<file path="src/rtl/ram_arbiter_if.sv">
`default_nettype none
// ============================================================================
//  Module      : ram_arbiter_if
//  Description : Bundles the two requester ports (A = image_processing core,
//                B = host/SPI loader) and the shared ram_interface port of
//                ram_arbiter.
//                slave  modport : the arbiter itself
//                master modport : the surrounding requesters and RAM side
//  Ports       : a_* / b_*  : command (addr, wr_en, rd_en, data_write),
//                             ack, read data and read-data valid per requester
//                mem_*      : addr, wr_en, rd_en, data_write to the RAM,
//                             data_read, data_read_valid from the RAM
//  Revision    : 1.0 - initial release
// ============================================================================
interface ram_arbiter_if #(
    parameter int ADDR_WIDTH = 32,
    parameter int DATA_WIDTH = 16
);
    // Requester A
    logic [ADDR_WIDTH-1:0] a_addr;
    logic                  a_wr_en;
    logic                  a_rd_en;
    logic [DATA_WIDTH-1:0] a_data_write;
    logic                  a_ack;
    logic [DATA_WIDTH-1:0] a_data_read;
    logic                  a_data_read_valid;

    // Requester B
    logic [ADDR_WIDTH-1:0] b_addr;
    logic                  b_wr_en;
    logic                  b_rd_en;
    logic [DATA_WIDTH-1:0] b_data_write;
    logic                  b_ack;
    logic [DATA_WIDTH-1:0] b_data_read;
    logic                  b_data_read_valid;

    // Shared RAM port
    logic [ADDR_WIDTH-1:0] mem_addr;
    logic                  mem_wr_en;
    logic                  mem_rd_en;
    logic [DATA_WIDTH-1:0] mem_data_write;
    logic [DATA_WIDTH-1:0] mem_data_read;
    logic                  mem_data_read_valid;

    modport slave (
        input  a_addr, a_wr_en, a_rd_en, a_data_write,
        output a_ack, a_data_read, a_data_read_valid,
        input  b_addr, b_wr_en, b_rd_en, b_data_write,
        output b_ack, b_data_read, b_data_read_valid,
        output mem_addr, mem_wr_en, mem_rd_en, mem_data_write,
        input  mem_data_read, mem_data_read_valid
    );

    modport master (
        output a_addr, a_wr_en, a_rd_en, a_data_write,
        input  a_ack, a_data_read, a_data_read_valid,
        output b_addr, b_wr_en, b_rd_en, b_data_write,
        input  b_ack, b_data_read, b_data_read_valid,
        input  mem_addr, mem_wr_en, mem_rd_en, mem_data_write,
        output mem_data_read, mem_data_read_valid
    );
endinterface
`default_nettype wire

</file>
<file path="src/rtl/ram_arbiter.sv">
`default_nettype none
// ============================================================================
//  Module      : ram_arbiter
//  Description : Shares one 16-bit ram_interface port between requester A
//                (image_processing core) and requester B (host/SPI loader).
//                Round-robin grant of read/write commands, registered issue
//                onto the RAM port, and in-order routing of read responses
//                back to the requester that issued each read.
//  Ports       : clk       - system clock
//                reset     - asynchronous active-low reset
//                bus       - ram_arbiter_if.slave (requester A/B + RAM port)
//                rsp_error - sticky: a read response arrived with no read
//                            outstanding
//  Options     : RAM_ARBITER_PRIORITY_A_EN - when defined, A always wins a
//                contention (fixed priority); otherwise round-robin.
//  Revision    : 1.0 - initial release
// ============================================================================
module ram_arbiter #(
    parameter int ADDR_WIDTH      = 32,
    parameter int DATA_WIDTH      = 16,
    parameter int MAX_OUTSTANDING = 4     // power of two, >= 2
) (
    input  wire logic    clk,
    input  wire logic    reset,
    ram_arbiter_if.slave bus,
    output logic         rsp_error
);

    localparam int c_ptr_w = $clog2(MAX_OUTSTANDING);
    localparam int c_cnt_w = c_ptr_w + 1;
    localparam logic [c_cnt_w-1:0] c_max_cnt = c_cnt_w'(MAX_OUTSTANDING);
    localparam logic [c_cnt_w-1:0] c_one_cnt = c_cnt_w'(1);
    localparam logic [c_ptr_w-1:0] c_one_ptr = c_ptr_w'(1);

    // ------------------------------------------------------------------
    // State
    // ------------------------------------------------------------------
    logic [ADDR_WIDTH-1:0]      mem_addr_q,       mem_addr_d;
    logic                       mem_wr_en_q,      mem_wr_en_d;
    logic                       mem_rd_en_q,      mem_rd_en_d;
    logic [DATA_WIDTH-1:0]      mem_data_write_q, mem_data_write_d;

    // Owner FIFO: one bit per outstanding read, 0 = A, 1 = B
    logic [MAX_OUTSTANDING-1:0] owner_q,  owner_d;
    logic [c_ptr_w-1:0]         wr_ptr_q, wr_ptr_d;
    logic [c_ptr_w-1:0]         rd_ptr_q, rd_ptr_d;
    logic [c_cnt_w-1:0]         cnt_q,    cnt_d;

    logic [DATA_WIDTH-1:0]      data_read_q, data_read_d;
    logic                       a_valid_q,   a_valid_d;
    logic                       b_valid_q,   b_valid_d;
    logic                       rsp_error_q, rsp_error_d;

    // ------------------------------------------------------------------
    // Request decode and eligibility
    // ------------------------------------------------------------------
    logic w_rd_room;
    logic w_a_rd_cmd, w_b_rd_cmd;
    logic w_a_elig,   w_b_elig;
    logic w_grant_a,  w_grant_b;
    logic w_push,     w_pop, w_stray, w_head_owner;

    // A simultaneous wr_en/rd_en is a write; the read half is dropped
    assign w_a_rd_cmd = bus.a_rd_en & ~bus.a_wr_en;
    assign w_b_rd_cmd = bus.b_rd_en & ~bus.b_wr_en;

    // Reads need a free owner-FIFO slot; writes never wait on reads
    assign w_rd_room  = (cnt_q < c_max_cnt);
    assign w_a_elig   = bus.a_wr_en | (w_a_rd_cmd & w_rd_room);
    assign w_b_elig   = bus.b_wr_en | (w_b_rd_cmd & w_rd_room);

    // ------------------------------------------------------------------
    // Grant
    // ------------------------------------------------------------------
`ifdef RAM_ARBITER_PRIORITY_A_EN
    assign w_grant_a = w_a_elig;
    assign w_grant_b = w_b_elig & ~w_a_elig;
`else
    // last_grant_q: 0 = A granted last, 1 = B granted last.
    // Resets to B so that A wins the first contention.
    logic last_grant_q;

    always_comb begin
        w_grant_a = 1'b0;
        w_grant_b = 1'b0;
        if (w_a_elig && w_b_elig) begin
            w_grant_a = last_grant_q;
            w_grant_b = ~last_grant_q;
        end else begin
            w_grant_a = w_a_elig;
            w_grant_b = w_b_elig;
        end
    end

    always_ff @(posedge clk or negedge reset) begin
        if (!reset) begin
            last_grant_q <= 1'b1;
        end else if (w_grant_a || w_grant_b) begin
            last_grant_q <= w_grant_b;
        end
    end
`endif

    assign bus.a_ack = w_grant_a;
    assign bus.b_ack = w_grant_b;

    // ------------------------------------------------------------------
    // Read tracking
    // ------------------------------------------------------------------
    // The owner is recorded at the grant edge, the same edge that raises
    // mem_rd_en, so the count is already current for the next cycle.
    assign w_push       = (w_grant_a & w_a_rd_cmd) | (w_grant_b & w_b_rd_cmd);
    assign w_pop        = bus.mem_data_read_valid & (cnt_q != '0);
    assign w_stray      = bus.mem_data_read_valid & (cnt_q == '0);
    assign w_head_owner = owner_q[rd_ptr_q];

    // ------------------------------------------------------------------
    // Next-state
    // ------------------------------------------------------------------
    always_comb begin
        mem_addr_d       = mem_addr_q;
        mem_data_write_d = mem_data_write_q;
        mem_wr_en_d      = 1'b0;
        mem_rd_en_d      = 1'b0;
        owner_d          = owner_q;
        wr_ptr_d         = wr_ptr_q;
        rd_ptr_d         = rd_ptr_q;
        cnt_d            = cnt_q;
        data_read_d      = data_read_q;
        a_valid_d        = 1'b0;
        b_valid_d        = 1'b0;
        rsp_error_d      = rsp_error_q | w_stray;

        // Issue: strobes last one cycle, addr/data hold between grants
        if (w_grant_a) begin
            mem_addr_d       = bus.a_addr;
            mem_data_write_d = bus.a_data_write;
            mem_wr_en_d      = bus.a_wr_en;
            mem_rd_en_d      = w_a_rd_cmd;
        end else if (w_grant_b) begin
            mem_addr_d       = bus.b_addr;
            mem_data_write_d = bus.b_data_write;
            mem_wr_en_d      = bus.b_wr_en;
            mem_rd_en_d      = w_b_rd_cmd;
        end

        if (w_push) begin
            owner_d[wr_ptr_q] = w_grant_b;
            wr_ptr_d          = wr_ptr_q + c_one_ptr;
        end

        if (w_pop) begin
            rd_ptr_d    = rd_ptr_q + c_one_ptr;
            data_read_d = bus.mem_data_read;
            a_valid_d   = ~w_head_owner;
            b_valid_d   = w_head_owner;
        end

        unique case ({w_push, w_pop})
            2'b10:   cnt_d = cnt_q + c_one_cnt;
            2'b01:   cnt_d = cnt_q - c_one_cnt;
            default: cnt_d = cnt_q;
        endcase
    end

    // ------------------------------------------------------------------
    // Registers
    // ------------------------------------------------------------------
    always_ff @(posedge clk or negedge reset) begin
        if (!reset) begin
            mem_addr_q       <= '0;
            mem_wr_en_q      <= 1'b0;
            mem_rd_en_q      <= 1'b0;
            mem_data_write_q <= '0;
            owner_q          <= '0;
            wr_ptr_q         <= '0;
            rd_ptr_q         <= '0;
            cnt_q            <= '0;
            data_read_q      <= '0;
            a_valid_q        <= 1'b0;
            b_valid_q        <= 1'b0;
            rsp_error_q      <= 1'b0;
        end else begin
            mem_addr_q       <= mem_addr_d;
            mem_wr_en_q      <= mem_wr_en_d;
            mem_rd_en_q      <= mem_rd_en_d;
            mem_data_write_q <= mem_data_write_d;
            owner_q          <= owner_d;
            wr_ptr_q         <= wr_ptr_d;
            rd_ptr_q         <= rd_ptr_d;
            cnt_q            <= cnt_d;
            data_read_q      <= data_read_d;
            a_valid_q        <= a_valid_d;
            b_valid_q        <= b_valid_d;
            rsp_error_q      <= rsp_error_d;
        end
    end

    // ------------------------------------------------------------------
    // Outputs
    // ------------------------------------------------------------------
    assign bus.mem_addr          = mem_addr_q;
    assign bus.mem_wr_en         = mem_wr_en_q;
    assign bus.mem_rd_en         = mem_rd_en_q;
    assign bus.mem_data_write    = mem_data_write_q;
    assign bus.a_data_read       = data_read_q;
    assign bus.b_data_read       = data_read_q;
    assign bus.a_data_read_valid = a_valid_q;
    assign bus.b_data_read_valid = b_valid_q;
    assign rsp_error             = rsp_error_q;

endmodule
`default_nettype wire

</file>
<file path="src/flat_wrapper.sv">
// flat-port wrapper written by rule: the top's interface ports become plain ports
module ram_arbiter_flat 
#(
    parameter int ADDR_WIDTH      = 32,
    parameter int DATA_WIDTH      = 16,
    parameter int MAX_OUTSTANDING = 4                          
)
  (clk, reset, rsp_error, bus_a_addr, bus_a_wr_en, bus_a_rd_en, bus_a_data_write, bus_a_ack, bus_a_data_read, bus_a_data_read_valid, bus_b_addr, bus_b_wr_en, bus_b_rd_en, bus_b_data_write, bus_b_ack, bus_b_data_read, bus_b_data_read_valid, bus_mem_addr, bus_mem_wr_en, bus_mem_rd_en, bus_mem_data_write, bus_mem_data_read, bus_mem_data_read_valid);
  ram_arbiter_if #(.ADDR_WIDTH(ADDR_WIDTH), .DATA_WIDTH(DATA_WIDTH)) bus_i ();
  input  wire logic clk;
  input  wire logic reset;
  output logic rsp_error;
  input wire logic [$bits(bus_i.a_addr)-1:0] bus_a_addr;
  input wire logic [$bits(bus_i.a_wr_en)-1:0] bus_a_wr_en;
  input wire logic [$bits(bus_i.a_rd_en)-1:0] bus_a_rd_en;
  input wire logic [$bits(bus_i.a_data_write)-1:0] bus_a_data_write;
  output wire logic [$bits(bus_i.a_ack)-1:0] bus_a_ack;
  output wire logic [$bits(bus_i.a_data_read)-1:0] bus_a_data_read;
  output wire logic [$bits(bus_i.a_data_read_valid)-1:0] bus_a_data_read_valid;
  input wire logic [$bits(bus_i.b_addr)-1:0] bus_b_addr;
  input wire logic [$bits(bus_i.b_wr_en)-1:0] bus_b_wr_en;
  input wire logic [$bits(bus_i.b_rd_en)-1:0] bus_b_rd_en;
  input wire logic [$bits(bus_i.b_data_write)-1:0] bus_b_data_write;
  output wire logic [$bits(bus_i.b_ack)-1:0] bus_b_ack;
  output wire logic [$bits(bus_i.b_data_read)-1:0] bus_b_data_read;
  output wire logic [$bits(bus_i.b_data_read_valid)-1:0] bus_b_data_read_valid;
  output wire logic [$bits(bus_i.mem_addr)-1:0] bus_mem_addr;
  output wire logic [$bits(bus_i.mem_wr_en)-1:0] bus_mem_wr_en;
  output wire logic [$bits(bus_i.mem_rd_en)-1:0] bus_mem_rd_en;
  output wire logic [$bits(bus_i.mem_data_write)-1:0] bus_mem_data_write;
  input wire logic [$bits(bus_i.mem_data_read)-1:0] bus_mem_data_read;
  input wire logic [$bits(bus_i.mem_data_read_valid)-1:0] bus_mem_data_read_valid;
  assign bus_i.a_addr = bus_a_addr;
  assign bus_i.a_wr_en = bus_a_wr_en;
  assign bus_i.a_rd_en = bus_a_rd_en;
  assign bus_i.a_data_write = bus_a_data_write;
  assign bus_a_ack = bus_i.a_ack;
  assign bus_a_data_read = bus_i.a_data_read;
  assign bus_a_data_read_valid = bus_i.a_data_read_valid;
  assign bus_i.b_addr = bus_b_addr;
  assign bus_i.b_wr_en = bus_b_wr_en;
  assign bus_i.b_rd_en = bus_b_rd_en;
  assign bus_i.b_data_write = bus_b_data_write;
  assign bus_b_ack = bus_i.b_ack;
  assign bus_b_data_read = bus_i.b_data_read;
  assign bus_b_data_read_valid = bus_i.b_data_read_valid;
  assign bus_mem_addr = bus_i.mem_addr;
  assign bus_mem_wr_en = bus_i.mem_wr_en;
  assign bus_mem_rd_en = bus_i.mem_rd_en;
  assign bus_mem_data_write = bus_i.mem_data_write;
  assign bus_i.mem_data_read = bus_mem_data_read;
  assign bus_i.mem_data_read_valid = bus_mem_data_read_valid;
  ram_arbiter #(.ADDR_WIDTH(ADDR_WIDTH), .DATA_WIDTH(DATA_WIDTH), .MAX_OUTSTANDING(MAX_OUTSTANDING)) u_core (.clk(clk), .reset(reset), .bus(bus_i), .rsp_error(rsp_error));
endmodule
</file>
<file path="config.mk">
export PLATFORM = sky130hd
export DESIGN_NAME = ram_arbiter_flat
export DESIGN_NICKNAME = d
export VERILOG_FILES = /design/src/rtl/ram_arbiter_if.sv /design/src/rtl/ram_arbiter.sv /design/src/flat_wrapper.sv
export SDC_FILE = /design/constraint.sdc
export NUM_CORES = 1
export LEC_CHECK = 0
export BUFFER_PORTS_ARGS = -buffer_cell sky130_fd_sc_hd__buf_4
export CAP_MARGIN = 20
export CORE_ASPECT_RATIO = 0.9
export CORE_MARGIN = 2
export CORE_UTILIZATION = 35
export DETAILED_ROUTE_END_ITERATION = 10
export PLACE_DENSITY = 0.75
export SLEW_MARGIN = 25
export SYNTH_ARGS = -nofsm -noshare
export SYNTH_HDL_FRONTEND = slang
export SYNTH_SLANG_ARGS = --single-unit
</file>
<file path="constraint.sdc">
create_clock -name clk -period 2.4 [get_ports clk]
set_input_delay 0.12 -clock clk [delete_from_list [all_inputs] [get_ports clk]]
set_output_delay 0.12 -clock clk [all_outputs]
set_load 0.005 [all_outputs]
</file>
Word-level counts from Yosys, hierarchy flattened
Index checks and enable logic that the tools add are counted.
Word-level totals
  bits in registers: 81
  logic and storage cells: 64
  output and inout bits: 87
Cells by class
  equal/unequal tests: 2
  bitwise operators: 16
  $lt $le $gt $ge: 4
  add/sub/neg operators: 4
  reduce and logical (&&, ||, !) cells: 7
  multiplexer cells: 18
Operators by type and width (count)
  two-way mux 32 bit: 2
  two-way mux 16 bit: 2
  two-way mux 1 bit: 10
  AND 1 bit: 8
  < comparator 2 x 3 -> 1 bit (second input constant): 2
  case mux 3 bit (2 select lines): 1
  adder 2 x 1 -> 2 bit (second input constant): 2
  bitwise mux 4 bit: 1
  inverter 1 bit: 4
  bitwise OR 1 bit: 4
  nonzero test 2 bit: 2
  adder 3 x 1 -> 3 bit (second input constant): 1
  zero test 3 bit: 1
  < comparator 3 bit (second input constant): 1
  nonzero test 3 bit: 1
  subtractor 3 x 1 -> 3 bit (second input constant): 1
  binary-select mux 1 bit (select 2 bit): 1
  demux 1 bit (select 2 bit): 1
  equality test 2 x 1 -> 1 bit (second input constant): 1
  equality test 2 bit (second input constant): 1
  >= comparator 2 x 1 -> 1 bit (second input constant): 1
  logical AND 1 bit: 2
  logical OR 1 bit: 1

Logic depth before layout (Yosys ltp)
Gate-level depths: netlist of run 1.
  word-level depth: 10
  gate-level depth with buffers: 11

Worst setup path before layout of run 1
OpenSTA, ideal clock, no wires.
  kind: register -> register
  start: register u_core.cnt_q[2]
  end: register u_core.cnt_q[2]
  required time: 2321 ps
  path slack: 258 ps
  arrival: 2062 ps
  stages on the path, launching flop included: 12
  cell sequence: dfrtp_1 > nor3_1 > nand2b_1 > buf_2 > inv_2 > buf_2 > ha_1 > inv_1 > fa_1 > xor2_1 > nor2_1 > xor2_1
Between the ends
  elaborated cells on any way between the ends: 19
RTL lines
  start, declared: line ram_arbiter.sv:47  | logic [c_cnt_w-1:0] cnt_q, cnt_d;
  start signal, assigned: line ram_arbiter.sv:191  | cnt_q <= cnt_d;
  nonzero test 3 bit *: line ram_arbiter.sv:113  | assign w_pop = bus.mem_data_read_valid & (cnt_q != '0);
  AND 1 bit *: line ram_arbiter.sv:113
  named net u_core.w_pop: line ram_arbiter.sv:61  | logic w_push, w_pop, w_stray, w_head_owner;
  equality test 2 x 1 -> 1 bit / equality test 2 bit (equally long branches): line ram_arbiter.sv:159  | unique case ({w_push, w_pop})
  case mux 3 bit (2 select lines) / nonzero test 2 bit (equally long branches)
Mark *: on every way through the listed nets, which the timed path passes. The rest lies on a longest branch.
A chain may end at the register's enable or synchronous reset.

Worst setup path in the final report of run 1
  start: register u_core.cnt_q[2]
  end: output port bus_a_ack
Between the ends
  word-level cells in the longest chain between the ends: 5
  elaborated cells on any way between the ends: 7
Ends and longest elaborated chain
  < comparator 3 bit *: line ram_arbiter.sv:68  | assign w_rd_room = (cnt_q < c_max_cnt);
  AND 1 bit, on equally long branches: line ram_arbiter.sv:69, ram_arbiter.sv:70
  bitwise OR 1 bit, on equally long branches: line ram_arbiter.sv:69, ram_arbiter.sv:70
  logical AND 1 bit: line ram_arbiter.sv:86  | if (w_a_elig && w_b_elig) begin
  two-way mux 1 bit *: line ram_arbiter.sv:86
  end, declared: line flat_wrapper.sv:17  | output wire logic [$bits(bus_i.a_ack)-1:0] bus_a_ack;
Mark *: on every way between the ends. The rest lies on a longest branch, timed or not.

==> results.md, run 1 <==
* Outcome: finished clean
* Initial antenna violation count at 0
* DR top layer: met4
* Via/cell ratio at 4.98
* CP arrival at 1.94 ns
* Hold crit path type: in2reg
* Drt pass-1 iters at 5
* Finish-stage setup viols at 0
* Share of layout cells above drive strength 1 at 44.0%
* CTS clk-pin slew, worst paths at 0.06 ns
* Final Hold Viols at 0
* EDFF count, synth at 0
* Gr usage total at 17.6%
* Final nets at 652
* GRT overflow at 0
* Syn Nets at 453
* Crit share post-route at 86.0%
* Detailed placement HPWL at 7360 um
* Die W at 112 um
* Reg2reg start: u_core.last_grant_q
* CTS Root Cell: clkbuf_16
* Min Tclk post-route at 2.06 ns
* Worst setup path startpoint: u_core.cnt_q[2]
* CTS Hold Bufs at 14
* Synth top area cells: dfrtp_1 (55%), a221o_1 (13%), and3_1 (8.2%)
* Final instance area at 0.00565 mm2
* Global-route wire length before repair at 15900 um
* Sequential share of the synthesized area at 55.4%
* Via count at 3291
* Final Skew at 0.00574 ns
* Synth cell types at 32
* Lkg Pwr at 2.99 nW
* Most frequent cells in the layout: buf_4 (212), dfrtp_1 (80), nand2_1 (50)
* FF/Latch Area at 0.00203 mm2
* Crit. End Element: output port
* Layout area overhead at 54.4%
* Die Footprint at 0.0113 mm2
* CTS tree: done
* Synth warn at 0
* Postcts setup bufs at 0
* Post-cts gate resize count at 0
* H-tree Lvls at 3
* Worst min-delay path startpoint: bus_mem_data_read[0]
* Worst setup path category: reg2out
* Setup TNS at 0 ns
* Area share of the largest cell type after synthesis at 54.7%
* Top Ports at 206
* Num rows at 35
* Met1 Wirelength at 4260 um
* Critical Path RT at 2.28 ns
* Peak supply drop at 0.507 mV
* Async set-reset flop share out of synthesis at 100%
* Placed Area at 0.00521 mm2
* Port bufs at 205
* Synthesized cell area at 0.00366 mm2
* Ant. Diodes at 0
* Fillers at 880
* Pin count of the biggest net entering global routing at 82
* Vias in the first global route at 3166
* Synth Area per Inst at 11.2 um2
* Hold Path Stages at 3
* Starting Density at 35.9%
* Commonest non-fill, non-tap cell in the layout: buf_4
* Max Fclk at 485 MHz
* Post-Syn Instances at 328
* Slew at the pin closest to its max-slew limit at 1.01 ns
* Most used DFF post-synth: dfrtp_1
* RSZ-0062 raised after global routing: no
* Register bit total from synthesis at 81
* Synth area leader: dfrtp_1
* Max-Cap Viols at 0
* Max-Slew Margin vs Limit at 32.7%
* CTS buffer count at 9
* Startpoint types: flip-flop
* CTS Buffer Depth at 2
* Final std cells w/o fill at 661
* Placed Instances at 630
* Antenna Violating Nets Remaining at 0
* CP Max Fanout at 33
* Met3 wire len at 758 um
* Core Box Area at 0.0102 mm2
* Reg2reg path depth at 10
* Final wirelength at 10400 um
* WL per Instance at 15.8 um
* Pwr/cell area at 1060 mW/mm2
* Pins Over Slew Limit at 0
* Die height at 101 um
* Footprint of the multi-input gates at 0.00137 mm2
* Drt first-iter violations at 209
* CTS Sinks at 81
* DRC errors left at 0
* Met2 wire length at 5260 um
* Gp weighted congestion at 0.829
* Worst skew pair latency at 0.33 ns
==> area by class of cell <==
class                           instances  share of cell area (%)
Sequential cell                        81                    35.9
Tap cell                              129                    2.85
Clock buffer                           11                    4.12
Multi-Input combinational cell        193                    24.2
Inverter                               14                   0.929
Timing Repair Buffer                  228                    31.0
Clock inverter                          5                   0.996
==> power breakdown <==
group	internal (mW)	total, mW	switching, mW
Sequential	1.89	2.27	0.380
Combinational	1.37	2.38	1.01
Clock	0.804	1.32	0.518
Total	4.06	5.97	1.90
==> routing by layer <==
layer,vias up,track usage (%)
met5,-,0
met4,0,6.93
met3,12,3.43
met2,148,29.9
met1,1567,22.5
li1,1564,-
==> metrics by stage <==
step	total power, mW	utilization, %	hold WS [ns]	worst slack, ns
5_1_grt	6.37	55.4	0.0102	0.157
3_5_place_dp	4.67	51.1	0.319	0.350
2_1_floorplan	3.46	-	-0.176	0.258
4_1_cts	6.04	55.3	0.00587	0.291
3_3_place_gp	4.60	51.1	0.316	0.404
6_report	5.97	55.4	0.0166	0.336
==> path summary, 6_finish.rpt <==
path / to / slack [ns]
min reg2reg: u_core.rsp_error / 0.46
max: bus_a_ack / 0.34
min: u_core.bus.a_data_read[0] / 0.02
min in group asynchronous: u_core.bus.mem_data_write[2] / 0.40
max reg2reg: u_core.cnt_q[2] / 0.37
max in group asynchronous: u_core.wr_ptr_q[1] / 1.52
==> registers in the layout, summed over array words and instances, names as in the netlist, 2 cells and up <==
| register | flops |
|---|---|
| u_core.rd_ptr_q | 2 |
| u_core.bus.mem_addr | 32 |
| u_core.owner_q | 4 |
| u_core.bus.a_data_read | 16 |
| u_core.bus.mem_data_write | 16 |
| u_core.wr_ptr_q | 2 |
| u_core.cnt_q | 3 |
==> cell usage after synthesis, drive strengths merged, types with 2 or more instances <==
library cell	n
o21ai	5
nor2	5
dfrtp	80
a21o	2
xnor2	4
nor3	2
and3	48
nand2	50
clkbuf	12
mux2i	5
o21a	4
xor2	2
inv	14
and2	2
buf	28
nand2b	2
a21oi	3
a221o	48
ha	5
==> critical path, cell delays in order (launching register included) <==
cell and delay [ns]:
dfrtp_1 0.47, inv_2 0.07, a21o_1 0.17, buf_4 0.19, a21oi_4 0.17, buf_4 0.35, buf_4 0.18
==> logic make-up after synthesis <==
kind of cell	share of synthesized area, %
buffers and inverters	7.72
muxes	2.29
AOI/OAI and AO/OA	15.9
xor gates and xnor gates	1.44
adders and majority gates	2.26
DFF	55.4
and+or+nand+nor	15.0
Power figures use the tool's default switching activity.
==> run 2: changes to the inputs <==
CELL_PAD_IN_SITES_DETAIL_PLACEMENT = 0   (was not set)
CELL_PAD_IN_SITES_GLOBAL_PLACEMENT = 1   (was not set)
CORE_UTILIZATION = 32   (was 35)
PLACE_DENSITY = 0.88   (was 0.75)
==> run 2 against run 1 <==
- critical path type is now reg2reg
- combinational power barely moved
- cell count rose by 3.9%
- cell area rose by 0.80%
- power rose by 2.5%
- hold slack got worse by 0.0057 ns
- register-to-register slack got worse by 0.03 ns
- largest power group unchanged
- sequential cell count did not move
- non-clock buffer count fell by 1
- worst setup slack improved by 0.0077 ns
==> results.md, run 2 (synthesized netlist as in run 1, its figures left out) <==
* Via count at 3267 (-0.73%)
* Core Box Area at 0.0113 mm2 (+11%)
* Crit share post-route at 85.7% (-0.32 points)
* Startpoint types: flip-flop
* DR top layer: met4
* Pin count of the biggest net entering global routing at 82 (unchanged)
* CTS clk-pin slew, worst paths at 0.06 ns (about the same)
* GRT overflow at 0 (unchanged)
* Outcome: finished clean
* Hold crit path type: in2reg
* Initial antenna violation count at 0 (unchanged)
* WL per Instance at 15.6 um (-1.4%)
* Max-Cap Viols at 0 (unchanged)
* Final Skew at 0.00518 ns (-0.000559 ns)
* Post-cts gate resize count at 0 (unchanged)
* Top Ports at 206 (unchanged)
* Gr usage total at 17.0% (-0.65 points)
* Layout area overhead at 55.7%
* CTS Root Cell: clkbuf_16
* Met2 wire length at 5370 um (+2.1%)
* Finish-stage setup viols at 0 (unchanged)
* Starting Density at 32.4% (-3.5 points)
* CP arrival at 2.30 ns (+0.36 ns)
* Footprint of the multi-input gates at 0.00136 mm2 (-0.55%)
* Peak supply drop at 0.409 mV (-19%)
* Met1 Wirelength at 4460 um (+4.7%)
* Pins Over Slew Limit at 0 (unchanged)
* Slew at the pin closest to its max-slew limit at 1.00 ns (-0.00921 ns)
* CTS Hold Bufs at 13 (-1)
* Ant. Diodes at 0 (unchanged)
* H-tree Lvls at 3 (unchanged)
* CP Max Fanout at 7 (-79%)
* Number of flip-flops in the largest register at 32 (unchanged)
* Drt first-iter violations at 179 (-14%)
* Worst setup path category: reg2reg
* CTS Buffer Depth at 2 (unchanged)
* Crit. End Element: flip-flop
* Via/cell ratio at 4.76 (-4.5%)
* DRC errors left at 0 (unchanged)
* CTS buffer count at 9 (unchanged)
* Global-route wire length before repair at 16400 um (+3.7%)
* CTS tree: done
* Final wirelength at 10700 um (+2.5%)
* Final Util at 50.5% (-5.0 points)
* Commonest non-fill, non-tap cell in the layout: buf_4
* Postcts setup bufs at 0 (unchanged)
* Max Fclk at 486 MHz (+0.38%)
* FF/Latch Area at 0.00203 mm2 (unchanged)
* Vias in the first global route at 3237 (+2.2%)
* Fillers at 1043 (+19%)
* Critical Path RT at 2.64 ns (+0.36 ns)
* Min Tclk post-route at 2.06 ns (-0.00773 ns)
* Die height at 105 um (+4.4%)
* Port bufs at 205 (unchanged)
* Max-Slew Margin vs Limit at 33.3% (+0.61 points)
* Most frequent cells in the layout: buf_4 (212), dfrtp_1 (80), nand2_1 (50)
* Final instance area at 0.00570 mm2 (+0.80%)
* Placed Area at 0.00524 mm2 (+0.50%)
* Lkg Pwr at 2.99 nW (+0.18%)
* Antenna Violating Nets Remaining at 0 (unchanged)
* Setup TNS at 0 ns (unchanged)
* Final Hold Viols at 0 (unchanged)
* Final nets at 651 (-0.15%)
* Pwr/cell area at 1070 mW/mm2 (+1.7%)
* Drt pass-1 iters at 4 (-1)
* Gp weighted congestion at 0.761 (-8.2%)
* Share of layout cells above drive strength 1 at 43.9% (-0.11 points)
* Worst skew pair latency at 0.33 ns (about the same)
* Num rows at 37 (+5.7%)
* RSZ-0062 raised after global routing: no
* CTS Sinks at 81 (unchanged)
* Met3 wire len at 778 um (+2.6%)
* Detailed placement HPWL at 7490 um (+1.8%)
* Die W at 117 um (+4.4%)
* Die Footprint at 0.0123 mm2 (+9.0%)
[run 2: worst paths after layout]
check | start | to | slack [ns] | depth (start not counted)
hold / removal | bus_mem_data_read[0] | u_core.bus.a_data_read[0] | 0.01 | 3
max in group asynchronous | reset | u_core.bus.mem_addr[31] | 1.50 | 2
setup / recovery | u_core.last_grant_q | u_core.cnt_q[1] | 0.34 | 8
min in group asynchronous | reset | u_core.bus.mem_data_write[3] | 0.41 | 2
setup reg to reg | u_core.last_grant_q | u_core.cnt_q[1] | 0.34 | 8
hold reg to reg | u_core.rd_ptr_q[1] | u_core.rd_ptr_q[1] | 0.49 | 1
[run 2: report_power, final]
group	internal (mW)	leakage (nW)	switching, mW
Sequential	1.89	0.961	0.386
Clock	0.941	0.150	0.515
Combinational	1.37	1.88	1.01
Total	4.20	2.99	1.91
[run 2: area by class of cell]
| type | count | share of cell area (%) |
|---|---|---|
| inverters | 14 | 0.922 |
| well taps | 156 | 3.42 |
| clock buffers | 13 | 4.39 |
| repair buffers | 227 | 30.6 |
| flip-flops and latches | 81 | 35.6 |
| clock inverters | 3 | 1.19 |
| multi-input cells | 193 | 23.9 |
[run 2: critical path: stages, from the launching register on]
cell and delay (ns):
dfstp_2 0.59, inv_1 0.10, a211oi_1 0.24, o21a_1 0.16, inv_1 0.05, ha_1 0.20
inv_1 0.07, fa_1 0.41, mux2i_1 0.16
[run 2: through the flow]
step | setup slack [ns] | hold slack (ns) | power [mW] | cells
floorplan | 0.258 | -0.176 | 3.46 | 328
global placement | 0.414 | 0.315 | 4.59 | 657
detailed placement | 0.358 | 0.319 | 4.68 | 657
CTS | 0.332 | 0.00167 | 6.17 | 686
global route | 0.196 | 0.00299 | 6.54 | 687
finish | 0.344 | 0.0110 | 6.11 | 687
[run 2: metal layers]
metal  GRT usage (%)  vias up
li1                -     1563
met1            21.1     1559
met2            29.5      137
met3            4.14        8
met4            4.29        0
met5               0        -
